`src/rtl/xvga_timing.sv`:
```
// xvga_timing: 1024x768@60 Hz raster generator for the 65 MHz pixel clock.
// Produces zero-latency counts and sync/blank decodes for the renderer, then
// re-aligns the renderer's pixel with syncs/blank delayed by LATENCY stages
// so that colour and timing reach the DAC on the same registered edge.
// LATENCY is legal over 0..4.

module xvga_timing #(
  parameter int H_ACTIVE = 1024,
  parameter int H_FP     = 24,
  parameter int H_SYNC   = 136,
  parameter int H_BP     = 160,
  parameter int V_ACTIVE = 768,
  parameter int V_FP     = 3,
  parameter int V_SYNC   = 6,
  parameter int V_BP     = 29,
  parameter int LATENCY  = 1
) (
  input  logic        vclock,
  input  logic        reset_n,
  input  logic [23:0] pixel_in,
  output logic [10:0] hcount,
  output logic [9:0]  vcount,
  output logic        hsync,
  output logic        vsync,
  output logic        blank,
  output logic        frame_start,
  output logic [15:0] frame_count,
  output logic [23:0] rgb_out,
  output logic        hsync_out,
  output logic        vsync_out,
  output logic        blank_out
);

  localparam int H_TOTAL  = H_ACTIVE + H_FP + H_SYNC + H_BP;
  localparam int V_TOTAL  = V_ACTIVE + V_FP + V_SYNC + V_BP;
  localparam int HS_START = H_ACTIVE + H_FP;
  localparam int HS_STOP  = HS_START + H_SYNC;   // first count after the pulse
  localparam int VS_START = V_ACTIVE + V_FP;
  localparam int VS_STOP  = VS_START + V_SYNC;

  logic       h_wrap;
  logic       v_wrap;
  logic [2:0] live_bits;   // {hsync, vsync, blank} for the current counts
  logic [2:0] tap;         // the same bits as seen LATENCY cycles ago

  // End-of-line and end-of-frame detection from the count registers.
  always_comb begin
    h_wrap = (hcount == 11'(H_TOTAL - 1));
    v_wrap = (vcount == 10'(V_TOTAL - 1));
  end

  // Raster counters; the frame counter steps on the double-wrap edge and wraps silently.
  always_ff @(posedge vclock or negedge reset_n) begin
    if (!reset_n) begin
      hcount      <= 11'd0;
      vcount      <= 10'd0;
      frame_count <= 16'd0;
    end else if (h_wrap) begin
      hcount <= 11'd0;
      if (v_wrap) begin
        vcount      <= 10'd0;
        frame_count <= frame_count + 16'd1;
      end else begin
        vcount <= vcount + 10'd1;
      end
    end else begin
      hcount <= hcount + 11'd1;
    end
  end

  // Zero-latency sync, blank and frame-start decodes of the current position.
  always_comb begin
    hsync       = !((hcount >= 11'(HS_START)) && (hcount < 11'(HS_STOP)));
    vsync       = !((vcount >= 10'(VS_START)) && (vcount < 10'(VS_STOP)));
    blank       = (hcount >= 11'(H_ACTIVE)) || (vcount >= 10'(V_ACTIVE));
    frame_start = (hcount == 11'd0) && (vcount == 10'd0);
    live_bits   = {hsync, vsync, blank};
  end

  generate
    if (LATENCY == 0) begin : g_no_delay
      assign tap = live_bits;
    end else begin : g_delay
      logic [2:0] dly [LATENCY];

      // Delay line matching the renderer latency; reset flushes it to idle so
      // no partial sync pulse survives a mid-frame reset.
      always_ff @(posedge vclock or negedge reset_n) begin
        if (!reset_n) begin
          for (int i = 0; i < LATENCY; i++) begin
            dly[i] <= 3'b111;
          end
        end else begin
          dly[0] <= live_bits;
          for (int i = 1; i < LATENCY; i++) begin
            dly[i] <= dly[i - 1];
          end
        end
      end

      assign tap = dly[LATENCY - 1];
    end
  endgenerate

  // Display output register: colour forced to black whenever the aligned blank is set.
  always_ff @(posedge vclock or negedge reset_n) begin
    if (!reset_n) begin
      rgb_out   <= 24'h000000;
      hsync_out <= 1'b1;
      vsync_out <= 1'b1;
      blank_out <= 1'b1;
    end else begin
      rgb_out   <= tap[0] ? 24'h000000 : pixel_in;
      hsync_out <= tap[2];
      vsync_out <= tap[1];
      blank_out <= tap[0];
    end
  end

endmodule

```
`config.mk`:
```
export PLATFORM = sky130hd
export DESIGN_NAME = xvga_timing
export DESIGN_NICKNAME = d
export VERILOG_FILES = /design/src/rtl/xvga_timing.sv
export SDC_FILE = /design/constraint.sdc
export NUM_CORES = 1
export LEC_CHECK = 0
export ABC_AREA = 1
export BUFFER_PORTS_ARGS = -buffer_cell sky130_fd_sc_hd__buf_2
export CORE_MARGIN = 2
export CORE_UTILIZATION = 52
export DETAILED_ROUTE_END_ITERATION = 10
export HOLD_SLACK_MARGIN = 0.08
export PLACE_DENSITY = 0.8
export SLEW_MARGIN = 0
export SYNTH_ARGS = -nofsm -noshare
export SYNTH_HDL_FRONTEND = slang
export SYNTH_SLANG_ARGS = --single-unit
```
`constraint.sdc`:
```
create_clock -name vclock -period 1.8 [get_ports vclock]
set_input_delay 0.09 -clock vclock [delete_from_list [all_inputs] [get_ports vclock]]
set_output_delay 0.09 -clock vclock [all_outputs]
set_load 0.05 [all_outputs]
```
==> results.md, run 1 <==
- # nets final: 559
- Clock transition at the registers of the reported paths: 0.08 ns
- CP required: 1.71 ns
- Grt ovf: 0
- DR WL/cell: 13.0 µm
- F_max: 0.575 GHz
- Via count: 3038
- DRC viols: 0
- CORE AREA: 0.00603 mm²
- Synth warnings: 0
- Syn avg cell area: 8.31 µm²
- Startpoint Class: register
- Period utilization: 96.6%
- Worst hold slack: 0.285 ns
- Initial antenna violation count: 0
- R2R Path End: frame_count[2]
- Dpl hpwl: 5.19 mm
- Yosys reg bits: 67
- Post-synth net total: 429
- DRT Pass-1 Iters: 4
- Clock Skew: 0.0140 ns
- Diodes inserted: 0
- Final TNS setup: 0 ns
- CP Class: reg -> out
- # rows: 28
- Clock Path Buffers: 2
- Overall Global Routing Usage: 22.9%
- Root buffer cell: clkbuf_8
- Area Growth Syn to Fin: 33.1%
- Slew headroom: 71.7%
- Max Slew Vio Count: 0
- IO buf count: 93
- Min Tclk post-route: 1.74 ns
- Reg2Reg Depth: 6
- HP Class: in -> async
- CP peak stage delay: 0.45 ns
- Sequential area share after synthesis: 51.2%
- Share of cells above drive strength 1: 28.2%
- Post-route antenna net violation count: 0
- Worst-path maximum fanout: 6
- Max-cap viol count: 0
- Placer Congestion: 0.857
- DR vias/cell: 5.01
- Drt first-iter violations: 149
- Crit path cell chain: ha_1, o211ai_1, buf_2
- Worst R2R Start: hcount[0]
- Die height: 83.6 µm
- Arr. time, crit path: 1.65 ns
- CTS sink cnt: 67
- Status: completed
- Initial Utilization: 54.6%
- Peak supply drop: 566 µV
- WL final: 7.88 mm
- Final setup viols: 0
- R2R Setup Slk: 0.14 ns
- Num CTS Buffers: 9
- H-Tree Level Count: 3
- Hold Violations, Final: 0
- Post-Synthesis Cell Area: 0.00329 mm²
- Crit end category: primary output
- CP Capture Point: vsync
- Die area: 0.00698 mm²
- Post-place setup slack: 0.134 ns
- PnR worst setup slack: 0.0616 ns
- Fillers: 437
- CTS tree: built
- Static leakage: 2.38 nW
- Crit path max-delay cell type: dfrtp_2
- I/O pins: 94
- Synth cell types: 29
- CP startpoint: vcount[0]
- P per Cell Area: 728 mW/mm²
- Least-Margin Pin Slew: 0.425 ns
- Number of global-route vias before repair: 2945
- Clk Latency, worst-skew pair: 0.34 ns
- Die X: 83.6 µm
- Pin count of the biggest net entering global routing: 68
- RSZ-0062 raised after global routing: yes
- Post-Syn Instances: 396
- First-pass GRT wire length: 13.1 mm
placed cells by master, fill, tap and decap left out, types with 3 or more instances in the layout:
cell type,n
nand2_1,103
buf_2,92
inv_1,61
nor2_1,56
dfrtp_1,55
dlygate4sd3_1,25
nand3_1,17
o21ai_0,15
nand4_1,13
xor2_1,10
clkbuf_8,9
nor3_1,7
ha_1,7
dfstp_2,6
dfrtp_2,6
xnor2_1,5
a21oi_1,4
buf_4,4
inv_2,3
nand2_4,3
nor2_2,3
nor3_2,3
clkinv_4,3
synthesized netlist by cell type (all sizes together):
master	count	area, µm²
nand3	19	120
ha	7	87.6
or2	2	12.5
a21oi	4	20.0
buf	3	33.8
clkbuf	2	7.51
xnor2	5	43.8
o21ai	17	92.6
nor3	11	71.3
inv	64	240
nand3b	1	7.51
nand2	107	427
dfrtp	61	1530
o211ai	2	15.0
xor2	10	87.6
dfstp	6	158
nor2	61	255
clkinv	1	5.00
nand4	13	81.3
what timing repair did:
item | in CTS | in global routing
resized for setup | 3 | 4
cloned | 0 | 0
setup endpoints to repair | 2 | 9
pin swaps | 0 | 2
setup buffers | 0 | 3
hold endpoints to repair | 91 | 0
hold buffers | 25 | 0
where the power goes:
group	switching (mW)	internal (mW)	leakage [nW]	total (mW)
clock	0.608	0.789	0.114	1.40
sequential	0.00694	1.53	0.838	1.54
combinational	0.170	0.0861	1.43	0.256
cells by family (layout without fill, tap and decap cells):
logic type,Yosys count,after routing,share of synthesized area [%]
and+or+nand+nor,214,214,29.6
xor gates and xnor gates,15,15,3.99
adders and majority gates,7,7,2.66
buffers and inverters,70,205,8.70
DFF,67,67,51.2
AOI/OAI and AO/OA,23,23,3.88
worst min path at each step:
stage	from	to	cells after the start
after floorplan	reset_n	frame_count[0]	0
after global placement	reset_n	frame_count[15]	2
after detailed placement	reset_n	frame_count[12]	2
after CTS	reset_n	frame_count[12]	3
after global routing	reset_n	frame_count[15]	3
final	reset_n	frame_count[12]	3
routing by layer:
metal | GRT usage (%) | share of wire [%]
met3 | 4.75 | 6.4
met5 | 0 | 0
met2 | 37.4 | 49
met4 | 9.53 | 1.4
met1 | 29.7 | 43
layout make-up:
type / instances / area, µm² / share of cell area [%]
clock buffer: 9 / 124 / 2.83
clock inverter: 7 / 100 / 2.28
inverter: 65 / 245 / 5.60
multi-input combinational: 259 / 1340 / 30.5
sequential: 67 / 1690 / 38.6
tap: 75 / 93.8 / 2.14
timing repair buffer: 124 / 792 / 18.1
per-stage QoR:
stage / util, % / cells / area, µm² / power [mW]
5_1_grt: 72.7 / 606 / 4380 / 3.31
3_3_place_gp: 64.2 / 562 / 3870 / 1.78
3_5_place_dp: 64.2 / 562 / 3870 / 1.78
4_1_cts: 72.2 / 603 / 4350 / 3.22
2_1_floorplan: - / 396 / 3300 / 1.69
6_report: 72.7 / 606 / 4380 / 3.19
worst max-delay path: cells and delay by family, from the launching register on:
family / cells / cell delay (ns)
flip-flops: 1 / 0.45
AO/OA/AOI/OAI: 1 / 0.29
adder cells (fa/ha/maj): 1 / 0.25
buffers and inverters: 1 / 0.33
state kept, by name, indices dropped and copies added, names as in the netlist:
| name | cells |
|---|---|
| blank_out | 1 |
| frame_count | 16 |
| g_delay.dly | 3 |
| hcount | 11 |
| hsync_out | 1 |
| rgb_out | 24 |
| vcount | 10 |
| vsync_out | 1 |
No activity file was read; power rests on OpenSTA's default activity.
==> run 2: changes to the inputs <==
==> constraint.sdc (replaced) <==
create_clock -name vclock -period 1.8 [get_ports vclock]
set_input_delay 0.36 -clock vclock [delete_from_list [all_inputs] [get_ports vclock]]
set_output_delay 0.36 -clock vclock [all_outputs]
set_load 0.05 [all_outputs]
==> run 2 against run 1 <==
Compared with the run above:
- the flow now finishes with violations (negative setup slack)
- largest cell class unchanged
- largest power group unchanged
- routed wire length decreased by 8.7%
- maximum frequency decreased by 11%
- combinational power decreased by 18%
==> results.md, run 2 (synthesis gave the netlist of run 1 again) <==
- Top reg by flops: rgb_out
- Max-cap viol count: 0 (unchanged)
- Layout Cells excl Fill: 593 (-2.1%)
- Startpoint Class: register
- CORE AREA: 0.00603 mm² (unchanged)
- Dpl cells: 568 (+1.1%)
- Worst-path maximum fanout: 6 (unchanged)
- P per Cell Area: 680 mW/mm² (-6.6%)
- Least-Margin Pin Slew: 0.424 ns (-0.00115 ns)
- CTS tree: built
- Arr. time, crit path: 1.59 ns (-0.06 ns)
- Drt first-iter violations: 140 (-6.0%)
- Final core utilization: 69.6% (-3.1 points)
- Post-place setup slack: 0.114 ns (-0.0199 ns)
- Crit end category: primary output
- Worst R2R Start: vcount[0]
- Violated checks: negative setup slack
- IO buf count: 93 (unchanged)
- F_max: 0.513 GHz (-11%)
- Peak supply drop: 495 µV (-13%)
- Clock Power Share: 38.7% (-5.1 points)
- DR WL/cell: 12.1 µm (-6.7%)
- PnR worst setup slack: -0.150 ns (-0.212 ns)
- CP required: 1.44 ns (-0.27 ns)
- Internal power: 2.09 mW (-13%)
- Status: finished, violations left
- Comb power frac: 7.4% (-0.6 points)
- Via count: 2885 (-5.0%)
- Largest register FFs: 24 (unchanged)
- Dpl hpwl: 5.01 mm (-3.6%)
- DRT Pass-1 Iters: 4 (unchanged)
- Clock transition at the registers of the reported paths: 0.08 ns (about the same)
- First-pass GRT wire length: 12.1 mm (-7.9%)
- Sequential Power Share: 53.9% (+5.7 points)
- H-Tree Level Count: 3 (unchanged)
- Overall Global Routing Usage: 21.1% (-1.8 points)
- Share of cells above drive strength 1: 32.6% (+4.4 points)
- Num CTS Buffers: 9 (unchanged)
- # rows: 28 (unchanged)
- Post-route antenna net violation count: 0 (unchanged)
- Initial Utilization: 54.6% (unchanged)
- Most frequent cells in the layout: nand2_1 (103), buf_2 (90), inv_1 (59), nor2_1 (56), dfrtp_1 (49)
- CTS sink cnt: 67 (unchanged)
- HP Class: in -> reg
- Min Tclk post-route: 1.95 ns (+0.212 ns)
- Area Growth Syn to Fin: 27.4%
- Die area: 0.00698 mm² (unchanged)
- Static leakage: 2.30 nW (-3.6%)
- PnR Total Power: 2.85 mW (-11%)
- RSZ-0062 raised after global routing: yes
- Reg2Reg Depth: 9 (+3)
- Leading cell type in the layout, fill and taps excluded: nand2_1
- Largest regs: rgb_out (24), frame_count (16), hcount (11)
- Slew headroom: 71.7% (+0.077 points)
- CP Class: reg -> out
- R2R Setup Slk: 0.16 ns (+0.02 ns)
- DR vias/cell: 4.87 (-3.0%)
- Hold Violations, Final: 0 (unchanged)
- Hold endpoint: rgb_out[22]
- Hold_sp: pixel_in[22]
- Pin count of the biggest net entering global routing: 60 (-12%)
- WL final: 7.20 mm (-8.7%)
- Final TNS setup: -0.279 ns (-0.279 ns)
- Root buffer cell: clkbuf_8
- Max Slew Vio Count: 0 (unchanged)
- Die height: 83.6 µm (unchanged)
- Fillers: 481 (+10%)
- Final setup viols: 2 (+2)
- Clock Path Buffers: 2 (unchanged)
- I/O pins: 94 (unchanged)
- Diodes inserted: 0 (unchanged)
- Worst hold stages: 3
- Placer Congestion: 0.919 (+7.2%)
- DRC viols: 0 (unchanged)
- Switching Fraction: 26.7% (+2.1 points)
- Clock Skew: 0.00855 ns (-0.00549 ns)
- Psw: 763 µW (-2.8%)
- # nets final: 546 (-2.3%)
- Number of global-route vias before repair: 2732 (-7.2%)
- Die X: 83.6 µm (unchanged)
- Period utilization: 108% (+12 points)
- Clk Latency, worst-skew pair: 0.34 ns (about the same)
- Grt ovf: 0 (unchanged)
- R2R Path End: frame_count[2]
- Initial antenna violation count: 0 (unchanged)
## run 2: cell types whose count changed in the layout (fill, tap and decap cells not counted), moves of 2 or more
cell	delta
inv_2	+2
buf_4	+14
dfrtp_1	-6
clkbuf_1	+2
inv_1	-2
buf_2	-2
clkinvlp_4	+2
dlygate4sd3_1	-24
dfrtp_2	+6
bufinv_16	-2
## run 2: worst max-delay path, stage by stage, from the launching register on
cell and delay (ns):
dfrtp_2 0.41, buf_4 0.16, ha_4 0.16, o211ai_1 0.27
buf_4 0.26
## run 2: worst max path at each step
stage | start | endpoint | slack [ns]
after floorplan | vcount[0] | vsync | -0.12
after global placement | vcount[1] | frame_start | 0.16
after detailed placement | vcount[1] | frame_start | 0.11
after CTS | vcount[1] | frame_start | -0.14
after global routing | vcount[1] | frame_start | -0.21
final | vcount[0] | vsync | -0.15
## run 2: repair_timing
action                                 CTS  global route
pin swaps                                1             2
hold buffers                             1             0
setup buffers                            2             6
gates resized for setup                  8             6
setup endpoints to repair                3             5
endpoints found under the hold margin    8             0
## run 2: power by group through the flow
stage | clock [mW] | sequential [mW] | combinational (mW)
floorplan | 0 | 1.67 | 0.0189
global placement | 0 | 1.57 | 0.210
detailed placement | 0 | 1.57 | 0.213
CTS | 1.14 | 1.54 | 0.215
global route | 1.21 | 1.54 | 0.228
finish | 1.11 | 1.54 | 0.211
## run 2: area by class of cell
type / count / area (µm²) / share of cell area (%)
Inverter: 65 / 245 / 5.85
Timing Repair Buffer: 111 / 627 / 14.9
Sequential cell: 67 / 1700 / 40.5
Tap cell: 75 / 93.8 / 2.24
Clock buffer: 11 / 131 / 3.13
Clock inverter: 5 / 41.3 / 0.984
Multi-Input combinational cell: 259 / 1360 / 32.4
## run 2: routing by layer
layer / up-vias / track usage [%] / routed length, µm
met3: 11 / 6.63 / 463
met4: 0 / 6.16 / 89
met5: - / 0 / 0
met1: 1319 / 28.8 / 3370
li1: 1455 / - / -
met2: 100 / 32.7 / 3280
## run 2: stage by stage
stage / hold slack [ns] / instance area [µm²]
2_1_floorplan: 0.0644 / 3320
3_3_place_gp: 0.232 / 3920
3_5_place_dp: 0.232 / 3920
4_1_cts: 0.195 / 4130
5_1_grt: 0.195 / 4200
6_report: 0.212 / 4200
==> run 3: changes to the inputs <==
CORE_UTILIZATION = 49   (was 52)
PLACE_DENSITY = 0.76   (was 0.8)
==> run 3 against run 2 <==
Compared with the run above:
- the flow still finishes with violations (negative setup slack)
- worst hold slack hardly changed
- design area is 0.78% higher
- non-clock buffer count stayed put
- cell count is 0.51% higher
- clock power hardly changed
- critical path type unchanged
- critical endpoint is now frame_start
==> results.md, run 3 (synthesis gave the netlist of run 1 again) <==
- Startpoint Class: register
- CORE AREA: 0.00642 mm² (+6.6%)
- Worst R2R Start: vcount[0]
- Initial Utilization: 51.3% (-3.4 points)
- Placer Congestion: 0.887 (-3.5%)
- Die height: 86.0 µm (+2.9%)
- Reg2Reg Depth: 10 (+1)
- Root buffer cell: clkbuf_8
- Clock Skew: 0.00997 ns (+0.00143 ns)
- Initial antenna violation count: 0 (unchanged)
- Largest register FFs: 24 (unchanged)
- DRT Pass-1 Iters: 4 (unchanged)
- Peak supply drop: 348 µV (-30%)
- Min Tclk post-route: 1.98 ns (+0.0335 ns)
- CP required: 1.44 ns (about the same)
- Final core utilization: 65.8% (-3.8 points)
- Cell area after layout: 0.00423 mm² (+0.78%)
- Least-Margin Pin Slew: 0.431 ns (+0.00733 ns)
- IO buf count: 93 (unchanged)
- Clock Path Buffers: 2 (unchanged)
- Top delay family on crit path: simple AND/OR/NAND/NOR gates
- Violated checks: negative setup slack
- Worst hold slack: 0.212 ns (+0.000101 ns)
- # rows: 29 (+3.6%)
- WL final: 7.49 mm (+4.1%)
- Area Growth Syn to Fin: 28.4%
- Hold_sp: pixel_in[16]
- Crit path cell chain: inv_2, ha_1, nand2_1, nor3_2, nand4_1, nor2_2, buf_6
- P per Cell Area: 680 mW/mm² (about the same)
- Worst-path maximum fanout: 4 (-2)
- I/O pins: 94 (unchanged)
- R2R Path End: frame_count[2]
- CP Class: reg -> out
- Arr. time, crit path: 1.62 ns (+0.03 ns)
- Overall Global Routing Usage: 20.8% (-0.36 points)
- Top reg by flops: rgb_out
- Leading cell type in the layout, fill and taps excluded: nand2_1
- Final setup viols: 2 (unchanged)
- DR WL/cell: 12.6 µm (+3.6%)
- R2R Setup Slk: 0.10 ns (-0.06 ns)
- Die area: 0.00739 mm² (+5.8%)
- CP peak stage delay: 0.42 ns (about the same)
- Pin count of the biggest net entering global routing: 68 (+13%)
- Worst hold stages: 3 (unchanged)
- Diodes inserted: 0 (unchanged)
- Clock transition at the registers of the reported paths: 0.08 ns (about the same)
- # nets final: 547 (+0.18%)
- HP Class: in -> reg
- Placed Instance Area: 0.00391 mm² (-0.13%)
- Status: finished, violations left
- Clk Latency, worst-skew pair: 0.34 ns (about the same)
- Via count: 2906 (+0.73%)
- Crit path max-delay cell type: dfrtp_2
- Max Slew Vio Count: 0 (unchanged)
- Dpl hpwl: 5.15 mm (+2.9%)
- Max-cap viol count: 0 (unchanged)
- Buf/Inv on CP: 2 (unchanged)
- Number of global-route vias before repair: 2613 (-4.4%)
- Static leakage: 2.30 nW (+0.22%)
- Slew headroom: 71.3% (-0.49 points)
- Largest regs: rgb_out (24), frame_count (16), hcount (11)
- Share of cells above drive strength 1: 33.1% (+0.52 points)
- Num CTS Buffers: 9 (unchanged)
- DRC viols: 0 (unchanged)
- Hold Violations, Final: 0 (unchanged)
- F_max: 0.504 GHz (-1.7%)
- Drt first-iter violations: 171 (+22%)
- Hold endpoint: rgb_out[16]
- Crit end category: primary output
- RSZ-0062 raised after global routing: yes
- H-Tree Level Count: 3 (unchanged)
- PnR worst setup slack: -0.184 ns (-0.0335 ns)
- First-pass GRT wire length: 12.2 mm (+0.74%)
- Die X: 86.0 µm (+2.9%)
- Grt ovf: 0 (unchanged)
- CTS tree: built
- PnR Total Power: 2.87 mW (+0.72%)
- Post-route antenna net violation count: 0 (unchanged)
- Period utilization: 110% (+1.9 points)
- CTS sink cnt: 67 (unchanged)
- DR vias/cell: 4.88 (+0.22%)
- Most frequent cells in the layout: nand2_1 (103), buf_2 (90), inv_1 (58), nor2_1 (56), dfrtp_1 (50)
[run 3: what timing repair did]
action | CTS | global route
setup buffers | 5 | 4
setup endpoints to repair | 3 | 5
hold buffers | 1 | 0
hold endpoints to repair | 61 | 0
gates resized for setup | 10 | 7
pin swaps | 2 | 2
gates cloned | 0 | 1
[run 3: final cells by class]
class	count	area, µm²
clock inverter	6	41.3
timing repair buffer	111	634
sequential	67	1700
tap	77	96.3
clock buffer	10	138
multi-input combinational	260	1380
fill	536	2190
inverter	65	245
[run 3: worst register-to-register path, stage by stage (launching register included)]
cell	delay (ns)
dfrtp_2	0.38
buf_6	0.11
buf_4	0.13
ha_1	0.14
inv_1	0.04
nor2_1	0.17
nand3_4	0.22
inv_2	0.13
nand2_4	0.12
nand2_1	0.08
o21ai_0	0.07
[run 3: metal layers]
layer | global-route usage, % | share of wire [%] | vias to the layer above
met4 | 7.36 | 1.0 | 0
li1 | - | - | 1458
met2 | 32.5 | 46 | 113
met3 | 3.95 | 6.9 | 7
met1 | 29.0 | 46 | 1328
met5 | 0 | 0 | -
[run 3: worst max-delay path by stage]
stage               startpoint     endpoint  slack (ns)  cells after the start
floorplan            vcount[0]        vsync       -0.12                      2
global placement     vcount[6]  frame_start        0.13                      6
detailed placement   vcount[6]  frame_start        0.12                      6
CTS                  vcount[0]  frame_start       -0.13                      7
global route         vcount[0]        vsync       -0.24                      6
finish               vcount[0]  frame_start       -0.18                      7
[run 3: power by group]
part	switching, mW	total, mW	internal [mW]
clock network	0.591	1.12	0.534
logic	0.160	0.212	0.0521
registers	0.00579	1.54	1.53
[run 3: stage by stage]
step / setup TNS, ns / instances / setup slack (ns)
after CTS: -0.214 / 591 / -0.128
final: -0.345 / 596 / -0.184
after detailed placement: 0 / 569 / 0.124
after global placement: 0 / 569 / 0.134
after global routing: -0.500 / 596 / -0.239
after floorplan: -0.255 / 396 / -0.121
